--- config.mk ---
export PLATFORM = sky130hd
export DESIGN_NAME = imm_gen_stage
export DESIGN_NICKNAME = d
export VERILOG_FILES = /design/src/rtl/imm_gen_pkg.sv /design/src/rtl/imm_decode.sv /design/src/rtl/imm_gen_stage.sv
export SDC_FILE = /design/constraint.sdc
export NUM_CORES = 1
export LEC_CHECK = 0
export CORE_MARGIN = 5
export CORE_UTILIZATION = 50
export DETAILED_ROUTE_END_ITERATION = 6
export HOLD_SLACK_MARGIN = 0.03
export PLACE_DENSITY = 0.78
export SYNTH_ARGS = -nofsm -noshare
export SYNTH_HDL_FRONTEND = slang
export SYNTH_SLANG_ARGS = --single-unit
export TNS_END_PERCENT = 100
--- constraint.sdc ---
create_clock -name clk_i -period 5.09 [get_ports clk_i]
set_clock_uncertainty 0.2 [all_clocks]
set_input_delay 0.509 -clock clk_i [delete_from_list [all_inputs] [get_ports clk_i]]
set_output_delay 0.509 -clock clk_i [all_outputs]
set_load 0.005 [all_outputs]
--- src/rtl/imm_gen_pkg.sv ---
// -----------------------------------------------------------------------------
// imm_gen_pkg
//   Shared definitions for the pipelined immediate generator:
//     - imm_type_e : format codes reported alongside each immediate
//     - OPC_*      : RV32/RV64 base opcodes recognised by the decoder
//     - imm_dec_t  : decode result {imm, imm_type, illegal}; imm is carried at
//                    the widest supported XLEN and narrowed by the consumer
//     - sext32     : widens a 32-bit sign-carrying value to IMM_MAX_W bits
//   Optional feature macro: IMM_GEN_ZICSR_EN (consumed in imm_decode.sv).
// -----------------------------------------------------------------------------
package imm_gen_pkg;

   localparam int IMM_MAX_W = 64;

   typedef enum logic [2:0] {
      IMM_T_R = 3'd0,
      IMM_T_J = 3'd1,
      IMM_T_U = 3'd2,
      IMM_T_S = 3'd3,
      IMM_T_B = 3'd4,
      IMM_T_I = 3'd5,
      IMM_T_Z = 3'd6
   } imm_type_e;

   localparam logic [6:0] OPC_OP_IMM    = 7'b0010011;
   localparam logic [6:0] OPC_LOAD      = 7'b0000011;
   localparam logic [6:0] OPC_JALR      = 7'b1100111;
   localparam logic [6:0] OPC_OP_IMM_32 = 7'b0011011;
   localparam logic [6:0] OPC_STORE     = 7'b0100011;
   localparam logic [6:0] OPC_BRANCH    = 7'b1100011;
   localparam logic [6:0] OPC_LUI       = 7'b0110111;
   localparam logic [6:0] OPC_AUIPC     = 7'b0010111;
   localparam logic [6:0] OPC_JAL       = 7'b1101111;
   localparam logic [6:0] OPC_OP        = 7'b0110011;
   localparam logic [6:0] OPC_SYSTEM    = 7'b1110011;

   typedef struct packed {
      logic [IMM_MAX_W-1:0] imm;
      imm_type_e            imm_type;
      logic                 illegal;
   } imm_dec_t;

   // Every immediate format carries its sign in bit 31 of the assembled
   // 32-bit value, so one helper covers all of them.
   function automatic logic [IMM_MAX_W-1:0] sext32(input logic [31:0] v);
      return {{(IMM_MAX_W-32){v[31]}}, v};
   endfunction

endpackage

--- src/rtl/imm_decode.sv ---
// -----------------------------------------------------------------------------
// imm_decode
//   Purely combinational format classifier and immediate builder.
//   Parameters:
//     XLEN     : 32 or 64 (checked at elaboration)
//     RV64_OPS : 1 enables OP-IMM-32 (0011011) as I-type; needs XLEN=64
//   Ports:
//     instr_i [31:0] : instruction word
//     dec_o          : {imm (sign-extended to IMM_MAX_W), imm_type, illegal}
//   Macro IMM_GEN_ZICSR_EN: when defined, SYSTEM (1110011) decodes as type Z
//   with the CSR uimm (instr[19:15]) for funct3[2]=1, else imm 0. When not
//   defined SYSTEM is reported illegal like any unknown opcode.
// -----------------------------------------------------------------------------
module imm_decode
   import imm_gen_pkg::*;
#(
   parameter int XLEN     = 32,
   parameter int RV64_OPS = 0
) (
   input  logic [31:0] instr_i,
   output imm_dec_t    dec_o
);

   if (!(XLEN == 32 || XLEN == 64)) begin : g_bad_xlen
      $fatal(1, "imm_decode: XLEN must be 32 or 64");
   end
   if (RV64_OPS != 0 && XLEN != 64) begin : g_bad_rv64
      $fatal(1, "imm_decode: RV64_OPS=1 requires XLEN=64");
   end

   always_comb begin
      dec_o = '0;
      unique case (instr_i[6:0])
         OPC_OP_IMM, OPC_LOAD, OPC_JALR: begin
            dec_o.imm_type = IMM_T_I;
            dec_o.imm      = sext32({{20{instr_i[31]}}, instr_i[31:20]});
         end
         OPC_OP_IMM_32: begin
            if (RV64_OPS != 0) begin
               dec_o.imm_type = IMM_T_I;
               dec_o.imm      = sext32({{20{instr_i[31]}}, instr_i[31:20]});
            end else begin
               dec_o.illegal  = 1'b1;
            end
         end
         OPC_STORE: begin
            dec_o.imm_type = IMM_T_S;
            dec_o.imm      = sext32({{20{instr_i[31]}}, instr_i[31:25], instr_i[11:7]});
         end
         OPC_BRANCH: begin
            dec_o.imm_type = IMM_T_B;
            dec_o.imm      = sext32({{19{instr_i[31]}}, instr_i[31], instr_i[7],
                                     instr_i[30:25], instr_i[11:8], 1'b0});
         end
         OPC_LUI, OPC_AUIPC: begin
            dec_o.imm_type = IMM_T_U;
            dec_o.imm      = sext32({instr_i[31:12], 12'b0});
         end
         OPC_JAL: begin
            dec_o.imm_type = IMM_T_J;
            dec_o.imm      = sext32({{11{instr_i[31]}}, instr_i[31], instr_i[19:12],
                                     instr_i[20], instr_i[30:21], 1'b0});
         end
         OPC_OP: begin
            // Register-register ops carry no immediate but are legal.
            dec_o.imm_type = IMM_T_R;
         end
`ifdef IMM_GEN_ZICSR_EN
         OPC_SYSTEM: begin
            dec_o.imm_type = IMM_T_Z;
            // funct3[2] selects the immediate CSR forms (CSRRWI/SI/CI).
            if (instr_i[14]) begin
               dec_o.imm = {{(IMM_MAX_W-5){1'b0}}, instr_i[19:15]};
            end
         end
`else
         OPC_SYSTEM: begin
            dec_o.illegal = 1'b1;
         end
`endif
         default: begin
            dec_o.illegal = 1'b1;
         end
      endcase
   end

endmodule

--- src/rtl/imm_gen_stage.sv ---
// -----------------------------------------------------------------------------
// imm_gen_stage
//   Pipelined immediate generator between fetch and decode/execute. Each
//   accepted instruction is decoded by imm_decode and parked in a 2-entry
//   FIFO; the head entry is presented downstream.
//   Parameters: XLEN (32/64), RV64_OPS (0/1), passed to imm_decode.
//   Macro IMM_GEN_ZICSR_EN: forwarded behaviour of imm_decode (SYSTEM opcode).
//   Ports:
//     clk_i, rst_i        : clock (rising edge), async active-high reset
//     flush_w_i           : drop every buffered entry (branch redirect)
//     in_valid_w_i        : instr_w_i carries an instruction
//     in_ready_w_o        : stage can accept an instruction
//     instr_w_i [31:0]    : instruction word
//     out_valid_w_o       : head entry valid
//     out_ready_w_i       : consumer takes the head entry
//     imm_w_o [XLEN-1:0]  : head immediate
//     imm_type_w_o [2:0]  : head format code
//     instr_w_o [31:0]    : head instruction, passed through
//     illegal_w_o         : head opcode not recognised
//
//   Handshake: a transfer happens on a rising edge where valid and ready are
//   both high; valid never waits for ready. in_ready depends only on the
//   registered entry count, so there is no combinational path from
//   out_ready_w_i to in_ready_w_o. With two entries, a full stage still
//   streams one instruction per cycle because a pop at count 1 frees room
//   for that cycle's push.
// -----------------------------------------------------------------------------
module imm_gen_stage
   import imm_gen_pkg::*;
#(
   parameter int XLEN     = 32,
   parameter int RV64_OPS = 0
) (
   input  logic            clk_i,
   input  logic            rst_i,
   input  logic            flush_w_i,
   input  logic            in_valid_w_i,
   output logic            in_ready_w_o,
   input  logic [31:0]     instr_w_i,
   output logic            out_valid_w_o,
   input  logic            out_ready_w_i,
   output logic [XLEN-1:0] imm_w_o,
   output logic [2:0]      imm_type_w_o,
   output logic [31:0]     instr_w_o,
   output logic            illegal_w_o
);

   imm_dec_t        dec;
   logic [XLEN-1:0] dec_imm;

   imm_decode #(
      .XLEN     (XLEN),
      .RV64_OPS (RV64_OPS)
   ) u_decode (
      .instr_i (instr_w_i),
      .dec_o   (dec)
   );

   assign dec_imm = dec.imm[XLEN-1:0];

   // Bits above XLEN are copies of the sign bit and are simply not needed.
   if (XLEN < IMM_MAX_W) begin : g_imm_hi
      logic unused_imm_hi;
      assign unused_imm_hi = ^dec.imm[IMM_MAX_W-1:XLEN];
   end

   // Slot 0 is always the head; slot 1 only holds data at count 2.
   logic [1:0]      count_q;
   logic [XLEN-1:0] s0_imm_q,   s1_imm_q;
   logic [2:0]      s0_type_q,  s1_type_q;
   logic [31:0]     s0_instr_q, s1_instr_q;
   logic            s0_ill_q,   s1_ill_q;

   logic push;
   logic pop;

   assign in_ready_w_o  = (count_q != 2'd2);
   assign out_valid_w_o = (count_q != 2'd0);
   assign push          = in_valid_w_i && in_ready_w_o;
   assign pop           = out_valid_w_o && out_ready_w_i;

   always_ff @(posedge clk_i or posedge rst_i) begin
      if (rst_i) begin
         count_q    <= 2'd0;
         s0_imm_q   <= '0;
         s0_type_q  <= '0;
         s0_instr_q <= '0;
         s0_ill_q   <= 1'b0;
         s1_imm_q   <= '0;
         s1_type_q  <= '0;
         s1_instr_q <= '0;
         s1_ill_q   <= 1'b0;
      end else if (flush_w_i) begin
         // Flush beats any push or pop in the same cycle.
         count_q <= 2'd0;
      end else begin
         if (push && !pop) begin
            if (count_q == 2'd0) begin
               s0_imm_q   <= dec_imm;
               s0_type_q  <= dec.imm_type;
               s0_instr_q <= instr_w_i;
               s0_ill_q   <= dec.illegal;
            end else begin
               s1_imm_q   <= dec_imm;
               s1_type_q  <= dec.imm_type;
               s1_instr_q <= instr_w_i;
               s1_ill_q   <= dec.illegal;
            end
            count_q <= count_q + 2'd1;
         end else if (push && pop) begin
            // Only reachable at count 1: the new entry replaces the head.
            s0_imm_q   <= dec_imm;
            s0_type_q  <= dec.imm_type;
            s0_instr_q <= instr_w_i;
            s0_ill_q   <= dec.illegal;
         end else if (pop) begin
            s0_imm_q   <= s1_imm_q;
            s0_type_q  <= s1_type_q;
            s0_instr_q <= s1_instr_q;
            s0_ill_q   <= s1_ill_q;
            count_q    <= count_q - 2'd1;
         end
      end
   end

   // Gating by out_valid keeps the head outputs at zero whenever the buffer
   // is empty, including immediately on an asynchronous reset.
   assign imm_w_o      = out_valid_w_o ? s0_imm_q   : '0;
   assign imm_type_w_o = out_valid_w_o ? s0_type_q  : '0;
   assign instr_w_o    = out_valid_w_o ? s0_instr_q : '0;
   assign illegal_w_o  = out_valid_w_o ? s0_ill_q   : 1'b0;

endmodule

; Yosys cells after proc, flatten, opt, wreduce, memory -nomap -nowiden
; Index checks and enable logic that the tools add are counted.
[op_classes]
n_addsub = 2
eq_ne = 12
mux = 27
n_bitwise = 2
reduce_logical = 15
[op_table]
columns = operator, count
row1 = two-way mux 32 bit, 10
row2 = one-hot mux 32 bit (5 select lines), 1
row3 = "== test 7 x 6 -> 1 bit, second input constant", 3
row4 = "== test 7 bit, second input constant", 3
row5 = two-way mux 3 bit, 5
row6 = one-hot mux 3 bit (5 select lines), 1
row7 = "== test 7 x 5 -> 1 bit, second input constant", 2
row8 = OR reduction 9 bit, 1
row9 = two-way mux 2 bit, 4
row10 = "== test 7 x 2 -> 1 bit, second input constant", 1
row11 = two-way mux 1 bit, 6
row12 = AND reduction 3 bit, 2
row13 = nonzero test 3 bit, 2
row14 = logical AND 1 bit, 4
row15 = "!= test 3 bit, second input constant", 1
row16 = OR reduction 3 bit, 1
row17 = "adder 2 x 1 -> 2 bit, second input constant", 1
row18 = logical NOT 2 bit, 1
row19 = "!= test 2 x 1 -> 1 bit, second input constant", 1
row20 = "!= test 2 bit, second input constant", 1
row21 = NOT 1 bit, 2
row22 = AND reduction 2 bit, 1
row23 = nonzero test 2 bit, 1
row24 = OR reduction 2 bit, 1
row25 = 2 further kinds, 2
[word_totals]
ff_bits = 138
input_bits = 37
out_inout_bits = 70
elab_cells = 67

; Depth between registers and ports, before layout
[depth]
word_depth = 6
ltp_mapped = 8
mapped_depth_nobuf = 4

; Modules after synthesis
; Synthesis repeated with hierarchy kept, for this count alone.
[unflattened]
cells_unflattened = 652
area_unflattened_um2 = 7113.1
[modules_own_cells]
columns = mod, n_inst, cells_per_inst, area_each_um2, seq_area_each_um2
row1 = imm_gen_stage, 1, 534, 6236.0, 3453.3
row2 = imm_decode, 1, 118, 877.1, 0.0

; Worst setup path after synthesis
; No wires, ideal clock.
[synth_path]
path_kind = reg-to-output
start = reg count_q[0]
end = out instr_w_o[12]
arrival_time_ns = 1.315
t_required_ns = 4.381
path_slack_ns = 3.066
stages_incl_launch_ff = 7
n_path_buf = 4
path_cell_list = dfrtp_1 > buf_6 > or2_1 > buf_6 > clkbuf_1 > clkbuf_1 > and2_1
[synth_between]
elab_chain_cells = 2
[synth_rtl]
columns = item, line_no
row1 = "start, declared", imm_gen_stage.sv:68  ; logic [1:0] count_q;
row2 = "start signal, assigned", imm_gen_stage.sv:109  ; count_q <= count_q + 2'd1;
row3 = "start signal, assigned", imm_gen_stage.sv:121  ; count_q <= count_q - 2'd1;
row4 = nonzero test 2 bit, imm_gen_stage.sv:78  ; assign out_valid_w_o = (count_q != 2'd0);
row5 = two-way mux 32 bit, imm_gen_stage.sv:130  ; assign instr_w_o = out_valid_w_o ? s0_instr_q : '0;
row6 = "end, declared", imm_gen_stage.sv:44  ; output logic [31:0] instr_w_o,
; No other way between the ends.

; Worst setup path in the final report
[layout_path]
start = reg count_q[0]
end = reg s0_instr_q[3]
[layout_between]
elab_chain_cells = 6
elab_cells_between_ends = 13
cone_classes = eq/ne (2) / mux (2) / reduce/logical (9)
[layout_rtl]
columns = item, line_no
row1 = nonzero test 2 bit, imm_gen_stage.sv:78
row2 = logical AND 1 bit, imm_gen_stage.sv:80  ; assign pop = out_valid_w_o && out_ready_w_i;
row3 = logical NOT 1 bit, imm_gen_stage.sv:97  ; if (push && !pop) begin
row4 = logical AND 1 bit, imm_gen_stage.sv:97
row5 = != test 2 x 1 -> 1 bit (no source line) or nonzero test 3 bit (tied branches), n/a
row6 = AND reduction 3 bit (no source line), n/a
row7 = "end signal, assigned", imm_gen_stage.sv:101  ; s0_instr_q <= instr_w_i;
row8 = "end signal, assigned", imm_gen_stage.sv:114  ; s0_instr_q <= instr_w_i;
row9 = "end signal, assigned", imm_gen_stage.sv:119  ; s0_instr_q <= s1_instr_q;
row10 = "end, declared", imm_gen_stage.sv:71  ; logic [31:0] s0_instr_q, s1_instr_q;
; Parallel ways exist; a longest one is shown, timed or not.
; A chain may end at the register's enable or synchronous reset.

==> flow_summary.json <==
{
  "synthToLayoutAreaGrowth_pct": 22.1,
  "cell_chain_of_the_critical_path": "or2_2 -> mux2_4 -> buf_4 -> nor2_1 -> a31oi_1",
  "insertion_delay_ns": 0.42,
  "postPlaceCellArea_sq_mm": 0.00799,
  "gpl.final_weighted_congestion": 0.838,
  "switching_share_pct": 27.6,
  "uppermost_metal_layer_occupied_by_signal_nets": "met4",
  "ys.flop_type": "dfrtp_1",
  "critical_path.endpoint_type": "flop",
  "grt_setup_unrepaired": "false",
  "setup-tns-final_ns": 0,
  "power.sequential.fraction_pct": 43.3,
  "cts_tree": "built",
  "first_pass_iters": 5,
  "grt_first_pass_wirelength_mm": 29.6,
  "final-setup-viol-count": 0,
  "p_int_uw": 2460,
  "routed_via_density": 5.55,
  "clock-root-buffer": "clkbuf_16",
  "post-route-min-period_ns": 3.31,
  "cts.path.max_buffers": 2,
  "post_cts_resize_count": 0,
  "finalHoldViolations": 0,
  "fp.dieArea_sq_mm": 0.0165,
  "chipHeight_microns": 129,
  "synth-warning-count": 0,
  "powerDensity_mw_per_mm2": 396,
  "async_flop_share_pct": 100,
  "final_layout_size_suffix_gt1_share_pct": 12.8,
  "max_stage_delay_ns": 0.97,
  "postSynthCellCount": 768,
  "drv.max_cap_violation_count": 0,
  "critical_path_startpoint": "count_q[0]",
  "worst-slew-pin-transition_ns": 1.14,
  "post_cts.repair.setup_buffers": 0,
  "detail_route.wirelength.met1_mm": 7.95,
  "n_fill_cell": 1146,
  "p_switching_uw": 937,
  "final_max_slew_viol_count": 0,
  "post-dp-hpwl_mm": 11.4,
  "cts.clk_slew.worst_paths_ns": 0.06,
  "cp.arrival_ns": 3.45,
  "cp_data_required_time_ns": 5.23,
  "post_synth.cell_area_avg_sq_um": 9.15,
  "final_cell_count_no_fill": 1033,
  "routed-wl-met2_mm": 8.57,
  "remaining_max_slew_budget_at_the_tightest_pin_pct": 23.8,
  "placementRows": 43,
  "met3_wl_post_dr_microns": 892,
  "initial_utilization_pct": 50.8,
  "fmax_ghz": 0.302,
  "placeable_core_region_sq_mm": 0.0138,
  "antenna_left": 0,
  "vdd_ir_drop_max_uv": 214,
  "syn-num-nets": 805,
  "hold_start": "s1_instr_q[12]",
  "grt_overflow": 0,
  "cts_num_sinks": 138,
  "via_count": 5734,
  "outcome": "complete, no violations",
  "h_tree_level_count": 4,
  "timing.critical_path.max_delay_family": "multiplexers",
  "postSynthRegisterBits": 138,
  "antenna_violations_before_repair": 0,
  "synth-seq-area-share_pct": 49.1,
  "critical_path_maximum_fanout": 72,
  "total_leakage_power_uw": 0.00364,
  "globalRouteTotalUtil_pct": 22.5,
  "fp.dieW_microns": 129,
  "routedWlPerCell_microns": 17.3,
  "power.total_uw": 3400,
  "drt_drc_violations_left": 0,
  "worst-path-buf-inv": 1,
  "portBuffers": 106,
  "detailed_router_s_first_iteration_violation_count": 509,
  "dpl.cell_count": 1002,
  "ctsHoldBuffers": 0,
  "final_clock_period_utilization_by_the_worst_path_pct": 65.0,
  "setup_crit_start_kind": "flop",
  "clock_power_share_pct": 36.9,
  "diodes": 0,
  "synth_edf_count": 0,
  "synthDistinctLibCells": 49,
  "largest_net_degree_at_the_start_of_global_routing": 110,
  "pwr-share-comb_pct": 19.8,
  "nNetsFinal": 878,
  "inserted_clock_buffers": 17,
  "ioPinCount": 107,
  "min_path_type": "reg -> reg",
  "synth_area_sq_mm": 0.00703,
  "routed_wl_mm": 17.9,
  "worst-setup-path-type": "reg -> reg",
  "cell_at_the_slowest_stage_of_the_critical_path": "mux2_4",
  "vias_in_the_first_global_route": 5788,
  "finalCoreUtilization_pct": 62.1,
  "worstReg2RegStart": "count_q[0]",
  "postLayoutCellArea_sq_mm": 0.00858
}
-- worst register-to-register path: stages (launching register included) --
cell,delay [ns]
dfrtp_1,0.46
or2_2,0.87
mux2_4,0.98
buf_4,0.48
nor2_1,0.09
a31oi_1,0.15
-- synthesized netlist by cell type (all sizes together) (3+ instances only) --
library cell    n  area share, %
nand2         205             11
dfrtp         138             49
nor2           86            6.8
and2           69            6.1
a21oi          40            2.9
buf            35            4.2
a31oi          34            3.2
clkbuf         24            1.3
nand3          23            2.2
o21ai          23            1.7
nor3           22            1.6
a211oi         21            3.6
o211ai          9            1.5
a22oi           4           0.43
and3b           3           0.37
nand2b          3           0.27
nor2b           3           0.27
nor3b           3           0.32
-- flip-flops by register name, indices dropped and copies added, names as in the netlist --
name and flops:
count_q 2, s0_ill_q 1, s0_imm_q 32, s0_instr_q 32, s0_type_q 3, s1_ill_q 1
s1_imm_q 32, s1_instr_q 32, s1_type_q 3
-- worst paths after layout --
| path | to | slack, ns | cells past startpoint |
|---|---|---|---|
| min in group asynchronous | s0_type_q[1] | 0.49 | 2 |
| setup reg to reg | s0_instr_q[3] | 1.78 | 5 |
| hold reg to reg | s1_instr_q[12] | 0.27 | 2 |
| hold / removal | s1_instr_q[12] | 0.27 | 2 |
| max in group asynchronous | s0_imm_q[28] | 3.19 | 3 |
| setup / recovery | s0_instr_q[3] | 1.78 | 5 |
-- through the flow --
stage / hold WS, ns / setup WS, ns
6_report: 0.273 / 1.78
4_1_cts: 0.276 / 1.72
2_1_floorplan: 0.246 / 0.685
5_1_grt: 0.282 / 1.50
3_3_place_gp: 0.257 / 1.77
3_5_place_dp: 0.262 / 1.62
-- cells in the final DEF (no fill, tap or decap), drive strengths merged, types with 4 or more instances in the layout --
cell and instances:
a211oi 21, a21oi 40, a22oi 4, a31oi 34, and2 69, buf 7, clkbuf 22, clkdlybuf4s50 106
clkinv 6, dfrtp 138, nand2 205, nand3 23, nor2 86, nor3 22, o211ai 9, o21ai 23
-- cell families after synthesis --
group	count (synthesis)	synth area share (%)
compound gates	138	14.4
buf+inv	61	5.63
flops	138	49.1
mux	4	0.837
simple gates	427	30.0
-- per-layer routing --
| layer | global-route usage (%) | vias up |
|---|---|---|
| li1 | - | 2701 |
| met1 | 30.3 | 2804 |
| met2 | 36.2 | 189 |
| met3 | 4.15 | 40 |
| met4 | 9.33 | 0 |
| met5 | 0 | - |
-- power groups by stage --
stage	logic, uW	clock network [uW]	registers [uW]
final	673	1250	1470
after CTS	682	1260	1470
after global routing	757	1310	1500
after global placement	657	0	1480
after detailed placement	675	0	1480
after floorplan	461	0	1440
-- area by class of cell --
cell class / instances / area [sq um] / area share, %
Sequential cell: 138 / 3450 / 40.2
Multi-Input combinational cell: 569 / 3180 / 37.1
Timing Repair Buffer: 113 / 1110 / 13.0
Clock buffer: 22 / 474 / 5.53
Tap cell: 180 / 225 / 2.62
Clock inverter: 9 / 120 / 1.40
Inverter: 2 / 12.5 / 0.146
Power figures use the tool's default switching activity.
